==> src/rtl/seg_scan_driver.sv <==
// rtl/seg_scan_driver.sv - six-digit seven-segment scan driver with sequential BCD conversion (optional LEADING_ZERO_BLANK_EN)
module seg_scan_driver #(
    parameter int SCAN_DIV = 50000,
    parameter int MAX_VAL  = 999999
) (
    input  logic        clk,
    input  logic        rst,
    input  logic [19:0] data,
    input  logic [5:0]  point,
    input  logic        en,
    input  logic        sign,
    output logic [5:0]  seg_sel,
    output logic [7:0]  seg_led
);

    localparam int          DW       = (SCAN_DIV > 2) ? $clog2(SCAN_DIV) : 1;
    localparam logic [DW-1:0] DIV_LAST = DW'(SCAN_DIV - 1);
    localparam logic [19:0] MAX_V    = 20'(MAX_VAL);

    typedef enum logic [1:0] {
        S_IDLE  = 2'd0,
        S_SHIFT = 2'd1,
        S_DONE  = 2'd2
    } state_t;

    state_t      state;
    state_t      state_nx;
    logic [4:0]  bit_cnt;
    logic [19:0] bin_sh;
    logic [23:0] bcd_sh;
    logic [23:0] bcd_adj;
    logic [5:0]  point_sh;
    logic        sign_sh;
    logic        en_sh;

    logic [23:0] dig_q;
    logic [5:0]  point_q;
    logic        sign_q;
    logic        en_q;

    logic [DW-1:0] div_cnt;
    logic [2:0]    idx;
    logic [3:0]    nib;
    logic [7:0]    code;

    function automatic logic [7:0] seg7(input logic [3:0] n);
        case (n)
            4'd0:    seg7 = 8'hC0;
            4'd1:    seg7 = 8'hF9;
            4'd2:    seg7 = 8'hA4;
            4'd3:    seg7 = 8'hB0;
            4'd4:    seg7 = 8'h99;
            4'd5:    seg7 = 8'h92;
            4'd6:    seg7 = 8'h82;
            4'd7:    seg7 = 8'hF8;
            4'd8:    seg7 = 8'h80;
            4'd9:    seg7 = 8'h90;
            default: seg7 = 8'hFF;
        endcase
    endfunction

    // Converter state register
    always_ff @(posedge clk or posedge rst) begin
        if (rst) state <= S_IDLE;
        else     state <= state_nx;
    end

    // Converter next state: one sample cycle, 20 shift cycles, one commit cycle
    always_comb begin
        state_nx = state;
        case (state)
            S_IDLE:  state_nx = S_SHIFT;
            S_SHIFT: if (bit_cnt == 5'd19) state_nx = S_DONE;
            S_DONE:  state_nx = S_IDLE;
            default: state_nx = S_IDLE;
        endcase
    end

    // Double-dabble correction: add 3 to every nibble that would overflow on the shift
    always_comb begin
        bcd_adj = bcd_sh;
        for (int i = 0; i < 6; i++) begin
            if (bcd_sh[i*4 +: 4] >= 4'd5) bcd_adj[i*4 +: 4] = bcd_sh[i*4 +: 4] + 4'd3;
        end
    end

    // Converter datapath: shadow sampling, shifting, and atomic commit to display registers
    always_ff @(posedge clk or posedge rst) begin
        if (rst) begin
            bit_cnt  <= '0;
            bin_sh   <= '0;
            bcd_sh   <= '0;
            point_sh <= '0;
            sign_sh  <= 1'b0;
            en_sh    <= 1'b0;
            dig_q    <= '0;
            point_q  <= '0;
            sign_q   <= 1'b0;
            en_q     <= 1'b0;
        end else begin
            case (state)
                S_IDLE: begin
                    bin_sh   <= (data > MAX_V) ? MAX_V : data;
                    bcd_sh   <= '0;
                    bit_cnt  <= '0;
                    point_sh <= point;
                    sign_sh  <= sign;
                    en_sh    <= en;
                end
                S_SHIFT: begin
                    bcd_sh  <= {bcd_adj[22:0], bin_sh[19]};
                    bin_sh  <= {bin_sh[18:0], 1'b0};
                    bit_cnt <= bit_cnt + 5'd1;
                end
                S_DONE: begin
                    dig_q   <= bcd_sh;
                    point_q <= point_sh;
                    sign_q  <= sign_sh;
                    en_q    <= en_sh;
                end
                default: ;
            endcase
        end
    end

    // Scan divider and digit index
    always_ff @(posedge clk or posedge rst) begin
        if (rst) begin
            div_cnt <= '0;
            idx     <= '0;
        end else if (div_cnt == DIV_LAST) begin
            div_cnt <= '0;
            idx     <= (idx == 3'd5) ? 3'd0 : idx + 3'd1;
        end else begin
            div_cnt <= div_cnt + DW'(1);
        end
    end

    assign nib = dig_q[{idx, 2'b00} +: 4];

`ifdef LEADING_ZERO_BLANK_EN
    logic [2:0] h;
    logic [2:0] p;
    logic [2:0] m;

    // Highest significant digit, highest lit point, and the blanking boundary
    always_comb begin
        h = 3'd0;
        p = 3'd0;
        for (int i = 0; i < 6; i++) begin
            if (dig_q[i*4 +: 4] != 4'd0) h = 3'(i);
            if (point_q[i])              p = 3'(i);
        end
        m = (h > p) ? h : p;
    end

    // Digit code with leading blanks and a minus just above the most significant digit
    always_comb begin
        code = seg7(nib);
        if (idx > m) begin
            if (sign_q && (idx == m + 3'd1)) code = 8'hBF;
            else                             code = 8'hFF;
        end
    end
`else
    // Digit code with leading zeros shown; sign takes over the leftmost digit
    always_comb begin
        code = seg7(nib);
        if (sign_q && (idx == 3'd5)) code = 8'hBF;
    end
`endif

    // Registered digit select and segment outputs
    always_ff @(posedge clk or posedge rst) begin
        if (rst) begin
            seg_sel <= 6'h3F;
            seg_led <= 8'hFF;
        end else if (en_q) begin
            seg_sel <= ~(6'b000001 << idx);
            seg_led <= {~point_q[idx], code[6:0]};
        end else begin
            seg_sel <= 6'h3F;
            seg_led <= 8'hFF;
        end
    end

endmodule

==> config.mk <==
export PLATFORM = sky130hd
export DESIGN_NAME = seg_scan_driver
export DESIGN_NICKNAME = d
export VERILOG_FILES = /design/src/rtl/seg_scan_driver.sv
export SDC_FILE = /design/constraint.sdc
export NUM_CORES = 1
export LEC_CHECK = 0
export ABC_AREA = 0
export BUFFER_PORTS_ARGS = -buffer_cell sky130_fd_sc_hd__buf_2
export CORE_MARGIN = 3
export CORE_UTILIZATION = 40
export CTS_BUF_LIST = sky130_fd_sc_hd__clkbuf_8
export DETAILED_ROUTE_END_ITERATION = 12
export GPL_ROUTABILITY_DRIVEN = 0
export PLACE_DENSITY = 0.53
export SLEW_MARGIN = 15
export SYNTH_ARGS = -nofsm -noshare
export SYNTH_HDL_FRONTEND = slang
export SYNTH_SLANG_ARGS = --single-unit
export TNS_END_PERCENT = 50
==> constraint.sdc <==
create_clock -name clk -period 8 [get_ports clk]
set_input_delay 1.6 -clock clk [delete_from_list [all_inputs] [get_ports clk]]
set_output_delay 1.6 -clock clk [all_outputs]
set_load 0.005 [all_outputs]
==> run_results.csv, run 1 <==
group,metric,value,unit
outcome,run_status,"finished clean",
synth,synthesis.nets,634,
clock_network,cts-htree-levels,4,
synth,count_of_state_elements_after_synthesis,124,
power,finalPower,0.001486,W
timing,totalNegativeSetupSlack,0,ns
synth,ys_seq_area_share,51.68,%
cells_and_area,fraction_of_layout_instances_using_a_drive_strength_above_1,20.57,%
routing,drt_first_pass_iters,4,
synth,netlist_top_cells_area,"sky130_fd_sc_hd__dfrtp_1 (46%), sky130_fd_sc_hd__dfstp_2 (6.1%), sky130_fd_sc_hd__mux2_2 (5.2%)",
synth,synth.largest_area_cell,"sky130_fd_sc_hd__dfrtp_1",
timing,timing.final.hold_violations,0,
timing,relSlewSlack,30.62,%
global_routing,first_global_vias,4169,
floorplan,design.core.area,14640,um2
global_routing,grt_first_pass_wirelength,20060,um
routing,finalWirelength,11470,um
routing,vias,4169,
timing,fmax,334.1,MHz
synth,distinct_cells_synth,51,
run,drv_cap,0,
timing,final.setup_skew,0.01112,ns
synth,number_of_enable_type_register_cells_in_the_synthesized_netlist,0,
timing,rsz0062_at_grt,"no",
place,dp_hpwl,7546,um
power,ir_drop,0.1049,mV
synth,synth_ff_type,"sky130_fd_sc_hd__dfrtp_1",
critical_path,r2r_setup_slack,5.65,ns
clock_network,cts_inserted_buffers,17,
synth,yosys_warnings,0,
synth,netlist_top_cells_count,"sky130_fd_sc_hd__dfrtp_1 (110), sky130_fd_sc_hd__nand2_1 (71), sky130_fd_sc_hd__o21ai_0 (54)",
clock_network,cts.sink_count,124,
clock_network,ctsHoldBuffers,0,
critical_path,path_class,"input port to register",
routing,drt_drc_violations_left,0,
clock_network,clk-insertion-delay-late,0.43,ns
clock_network,cts.path.max_buffers,2,
timing,fin_ws,5.007,ns
routing,detail_route.iter0.violations,171,
routing,final_antenna_net_count,0,
clock_network,cts_post_setup_buffers_inserted,0,
synth,syn-mean-instance-area,10.34,um2
power,power_density,220.2,nW/um2
critical_path,critical_path.max_fanout,14,
critical_path,setup.worst_path.end_class,"register",
floorplan,initial_utilization,41.23,%
global_routing,gr-usage-all-layers,15.13,%
critical_path,worstPathArrival,3.31,ns
synth,syn-instance-count,584,
global_routing,antenna_violations_before_repair,0,
floorplan,die-area,16610,um2
place,buffer_ports.inserted,43,
critical_path,cp-start-kind,"input port",
synth,summed_instance_area_of_the_synthesized_netlist,6038,um2
global_routing,grt_start_max_net_pins,81,
cells_and_area,area_growth,11.75,%
cells_and_area,n_fill_cell,1392,
synth,asyncSetResetFlopFracSynth,100.0,%
critical_path,cp.required,8.32,ns
clock_network,worst_setup_hold_path_clk_slew,0.07,ns
cells_and_area,nets,669,
global_routing,overflow,0,
timing,final_min_period_over_clock_period,37.42,%
synth,synth_top_area_share,45.59,%
hold_path,hold_path.class,"register to register",
clock_network,tritoncts_clock_tree,"yes",
timing,tightest_slew,1.037,ns
clock_network,cells_resized_by_post_cts_repair,0,
place,preCtsSetupSlack,4.490,ns
synth,synthMostInstantiatedCell,"sky130_fd_sc_hd__dfrtp_1",
cells_and_area,antenna_cells_inserted,0,
floorplan,die-height,128.9,um
timing,period_minus_slack,2.993,ns
clock_network,cts-root-buf,"sky130_fd_sc_hd__clkbuf_8",
timing,timing.final.max_slew_violations,0,
floorplan,die_width,128.9,um
floorplan,floorplan.io_pins,44,
timing,timing.final.setup_violations,0,
routing,routed_len_inst,14.05,um
power,cellLeakagePower,3.038,nW
floorplan,fp-row-count,44,
routing,post_drt_via_cell_ratio,5.109,
state kept, by name, summed over array words and instances (netlist names), 3 cells and up:
register,flops
bcd_sh,24
dig_q,24
bin_sh,20
div_cnt,16
seg_led,8
point_q,6
point_sh,6
seg_sel,6
bit_cnt,5
idx,3
report_power, final:
part	internal, W	leakage, nW	total, W	switching (W)
combinational	0.000101	1.28	0.000214	0.000114
sequential	0.000705	1.55	0.000738	0.0000330
clock	0.000294	0.214	0.000534	0.000240
layout by cell type (no fill, tap or decap), types with 2 or more instances in the layout:
cell type and n:
sky130_fd_sc_hd__dfrtp_1 109, sky130_fd_sc_hd__nand2_1 71, sky130_fd_sc_hd__o21ai_0 54, sky130_fd_sc_hd__buf_2 43, sky130_fd_sc_hd__nor2_1 39, sky130_fd_sc_hd__inv_1 36
sky130_fd_sc_hd__a21oi_1 29, sky130_fd_sc_hd__mux2_2 28, sky130_fd_sc_hd__ha_1 20, sky130_fd_sc_hd__clkbuf_8 20, sky130_fd_sc_hd__mux2i_1 17, sky130_fd_sc_hd__xnor2_1 15
sky130_fd_sc_hd__dfstp_2 14, sky130_fd_sc_hd__nand3_1 12, sky130_fd_sc_hd__nand2b_1 11, sky130_fd_sc_hd__a221oi_1 10, sky130_fd_sc_hd__xor2_1 9, sky130_fd_sc_hd__a22o_1 8
sky130_fd_sc_hd__a21o_1 8, sky130_fd_sc_hd__nor2b_1 7, sky130_fd_sc_hd__nor3_1 7, sky130_fd_sc_hd__nor3b_1 5, sky130_fd_sc_hd__o211ai_1 5, sky130_fd_sc_hd__o21ai_1 4
sky130_fd_sc_hd__clkinv_2 4, sky130_fd_sc_hd__buf_4 4, sky130_fd_sc_hd__nor4_1 3, sky130_fd_sc_hd__o31ai_1 3, sky130_fd_sc_hd__and4_1 3, sky130_fd_sc_hd__and2_1 3
sky130_fd_sc_hd__nand4_1 3, sky130_fd_sc_hd__or2_4 2, sky130_fd_sc_hd__o22ai_1 2, sky130_fd_sc_hd__or3_1 2, sky130_fd_sc_hd__bufinv_16 2
routing by layer:
layer | routed length [um] | GRT usage [%] | vias up | part of all wire [%]
li1 | - | - | 2078 | -
met1 | 5492 | 19.52 | 2021 | 48
met3 | 359 | 3.902 | 17 | 3.1
met5 | 0 | 0 | - | 0
met4 | 167 | 5.683 | 0 | 1.5
met2 | 5445 | 24.57 | 53 | 47
worst paths after layout:
kind                                       from                     end  cells after the start
min reg2reg                dig_q[8]$_DFFE_PP0N_    dig_q[8]$_DFFE_PP0N_                      2
min in group asynchronous                   rst  point_q[2]$_DFFE_PP0N_                      2
max                                     data[8]   bin_sh[9]$_DFFE_PP0P_                      6
max in group asynchronous                   rst    dig_q[3]$_DFFE_PP0N_                      3
min                        dig_q[8]$_DFFE_PP0N_    dig_q[8]$_DFFE_PP0N_                      2
max reg2reg                  idx[0]$_DFFE_PP0N_    seg_led[3]$_DFF_PP1_                      8
critical path: stages:
cell                       delay [ns]
sky130_fd_sc_hd__buf_2           0.11
sky130_fd_sc_hd__o31ai_1         0.36
sky130_fd_sc_hd__a21boi_1        0.12
sky130_fd_sc_hd__o21ai_1         0.74
sky130_fd_sc_hd__a221oi_1        0.18
sky130_fd_sc_hd__a21o_1          0.21
layout make-up:
class                           instances  area (um2)  area share, %
Clock buffer                           20       275.3          4.079
Clock inverter                         12       106.4          1.576
Inverter                               32       122.6          1.817
Multi-Input combinational cell        397        2646          39.22
Sequential cell                       124        3122          46.26
Tap cell                              184       230.2          3.412
Timing Repair Buffer                   47       245.2          3.634
kinds of logic (layout without fill, tap and decap cells):
family / count (synthesis) / count (layout) / synth area share (%)
AND/OR/NAND/NOR: 175 / 175 / 13.99
AO/OA/AOI/OAI: 130 / 130 / 13.39
flip-flops: 124 / 124 / 51.68
buffers and inverters: 63 / 111 / 4.496
multiplexers: 48 / 48 / 8.827
XOR/XNOR: 24 / 24 / 3.481
adder cells (fa/ha/maj): 20 / 20 / 4.144
stage by stage:
stage / hold slack, ns / cell area, um2 / util [%] / instances
floorplan: 0.4476 / 6038 / - / 584
global placement: 0.4654 / 6366 / 43.47 / 784
detailed placement: 0.4698 / 6366 / 43.47 / 784
CTS: 0.4873 / 6748 / 46.08 / 816
global route: 0.5012 / 6748 / 46.08 / 816
finish: 0.4812 / 6748 / 46.08 / 816
Power figures use the tool's default switching activity.
==> run 2: changes to the inputs <==
- clock period: 8 -> 3.1 ns (I/O delays scaled with it)
==> run 2 against run 1 <==
Effect of this change: global-route usage fell by 0.39 points; hold slack worse by 0.16 ns; clock skew shrank 0.0010 ns; via count down 0.72%; sequential share of layout area down 0.93 points.
==> run_results.csv, run 2 (synthesized netlist as in run 1, its figures left out) <==
group,metric,value,unit
outcome,run_status,"finished clean",
global_routing,overflow,0,
timing,relSlewSlack,53.90,%
critical_path,setup.worst_path.end_class,"register",
timing,fmax,419.3,MHz
routing,drt_first_pass_iters,7,
timing,timing.final.hold_violations,0,
global_routing,first_global_vias,4100,
critical_path,cp-start-kind,"register",
critical_path,crit_path_cell_trace,"nand2b_1 -> o22ai_1 -> o21bai_1 -> inv_1 -> ha_1 -> nor3_1 -> a21oi_1 -> a21oi_1",
cells_and_area,nets,673,
clock_network,cts_inserted_buffers,17,
global_routing,gr-usage-all-layers,14.74,%
routing,routed_len_inst,13.73,um
place,dp_hpwl,7605,um
cells_and_area,n_fill_cell,1372,
clock_network,worst_setup_hold_path_clk_slew,0.07,ns
timing,timing.final.max_slew_violations,0,
routing,final_antenna_net_count,0,
cells_and_area,antenna_cells_inserted,0,
floorplan,die-area,16610,um2
critical_path,timing.critical_path.slowest_cell_delay,0.77,ns
cells_and_area,area_growth,14.05,%
cells_and_area,multiInputGateArea,2646,um2
critical_path,cp.required,3.47,ns
timing,rsz0062_at_grt,"no",
place,buffer_ports.inserted,43,
clock_network,cts.path.max_buffers,2,
clock_network,cts_post_setup_buffers_inserted,0,
floorplan,floorplan.io_pins,44,
cells_and_area,fin_util,47.03,%
floorplan,die_width,128.9,um
critical_path,r2r_setup_slack,0.72,ns
power,power_density,601.1,nW/um2
global_routing,grt_first_pass_wirelength,19480,um
clock_network,cts.sink_count,124,
run,drv_cap,0,
clock_network,cts-htree-levels,4,
global_routing,grt_start_max_net_pins,125,
clock_network,clk-insertion-delay-late,0.44,ns
routing,drt_drc_violations_left,0,
timing,final_min_period_over_clock_period,76.93,%
floorplan,fp-row-count,44,
cells_and_area,top_library_cells_by_usage_in_the_layout_fill_and_taps_aside,"sky130_fd_sc_hd__dfrtp_1 (109), sky130_fd_sc_hd__nand2_1 (71), sky130_fd_sc_hd__o21ai_0 (54)",
cells_and_area,most_common_cell_after_layout_fill_and_taps_aside,"sky130_fd_sc_hd__dfrtp_1",
timing,tightest_slew,0.6915,ns
cells_and_area,fraction_of_layout_instances_using_a_drive_strength_above_1,21.86,%
timing,totalNegativeSetupSlack,0,ns
clock_network,cells_resized_by_post_cts_repair,0,
place,preCtsSetupSlack,0.7442,ns
clock_network,tritoncts_clock_tree,"yes",
timing,timing.final.setup_violations,0,
routing,finalWirelength,11260,um
clock_network,cts-root-buf,"sky130_fd_sc_hd__clkbuf_8",
critical_path,cpMaxStageDelayCell,"sky130_fd_sc_hd__dfrtp_1",
global_routing,antenna_violations_before_repair,0,
floorplan,die-height,128.9,um
clock_network,ctsHoldBuffers,0,
cells_and_area,biggestRegsByFlops,"bcd_sh x24, dig_q x24, bin_sh x20",
critical_path,critical_path.most_common_cell,"sky130_fd_sc_hd__a21oi_1",
critical_path,path_class,"register to register",
routing,post_drt_via_cell_ratio,5.048,
hold_path,hold_path.class,"input port to async pin",
timing,final.setup_skew,0.01011,ns
power,cellLeakagePower,3.090,nW
critical_path,worstPathArrival,2.75,ns
timing,period_minus_slack,2.385,ns
routing,detail_route.iter0.violations,212,
routing,vias,4139,
floorplan,initial_utilization,41.23,%
timing,fin_ws,0.7151,ns
power,ir_drop,0.2754,mV
floorplan,design.core.area,14640,um2
cells_and_area,layout.area.seq,3122,um2
timing,hold-worst-slack,0.3262,ns
critical_path,critical_path.max_fanout,18,
-- run 2: cell count changes in the layout (fill, tap and decap cells not counted), sizes merged --
cell	change
buf	+4
bufinv	+3
clkbuf	+1
clkinv	+2
inv	-6
-- run 2: routing by layer --
metal / GRT usage (%) / routed length [um] / part of all wire, %
met1: 19.57 / 5453 / 48
met2: 22.84 / 5170 / 46
met3: 3.778 / 467 / 4.1
met4: 6.547 / 170 / 1.5
met5: 0 / 0 / 0
-- run 2: area by class of cell --
class,count,share of cell area [%]
flip-flops and latches,124,45.33
multi-input cells,397,38.43
well taps,184,3.343
clock buffers,21,4.197
inverters,32,1.799
repair buffers,51,4.179
clock inverters,11,2.725
-- run 2: power by group --
| part | leakage (nW) | switching [W] | internal [W] | total, W |
|---|---|---|---|---|
| logic | 1.30 | 0.000295 | 0.000262 | 0.000557 |
| registers | 1.55 | 0.0000893 | 0.00182 | 0.00191 |
| clock network | 0.246 | 0.000633 | 0.00104 | 0.00167 |
-- run 2: path summary, 6_finish.rpt --
check / start / end / depth (start not counted)
max: idx[0]$_DFFE_PP0N_ / seg_led[5]$_DFF_PP1_ / 8
min: rst / bin_sh[1]$_DFFE_PP0P_ / 3
max reg2reg: idx[0]$_DFFE_PP0N_ / seg_led[5]$_DFF_PP1_ / 8
min reg2reg: bin_sh[2]$_DFFE_PP0P_ / bin_sh[2]$_DFFE_PP0P_ / 1
max in group asynchronous: rst / bcd_sh[9]$_DFFE_PP0P_ / 3
min in group clk: point[2] / point_sh[2]$_DFFE_PP0P_ / 2
-- run 2: per-stage QoR --
step | instances | total power, W | instance area (um2)
after global placement | 788 | 0.002490 | 6410
after floorplan | 584 | 0.002342 | 6042
after CTS | 820 | 0.004200 | 6887
final | 820 | 0.004139 | 6887
after detailed placement | 788 | 0.002508 | 6410
after global routing | 820 | 0.004361 | 6887
-- run 2: critical path, delay by kind of cell (launching register included) --
kind / cells / cell delay (ns)
buf+inv: 1 / 0.15
compound gates: 4 / 0.69
fa+ha+maj: 1 / 0.22
flops: 1 / 0.77
simple gates: 2 / 0.48
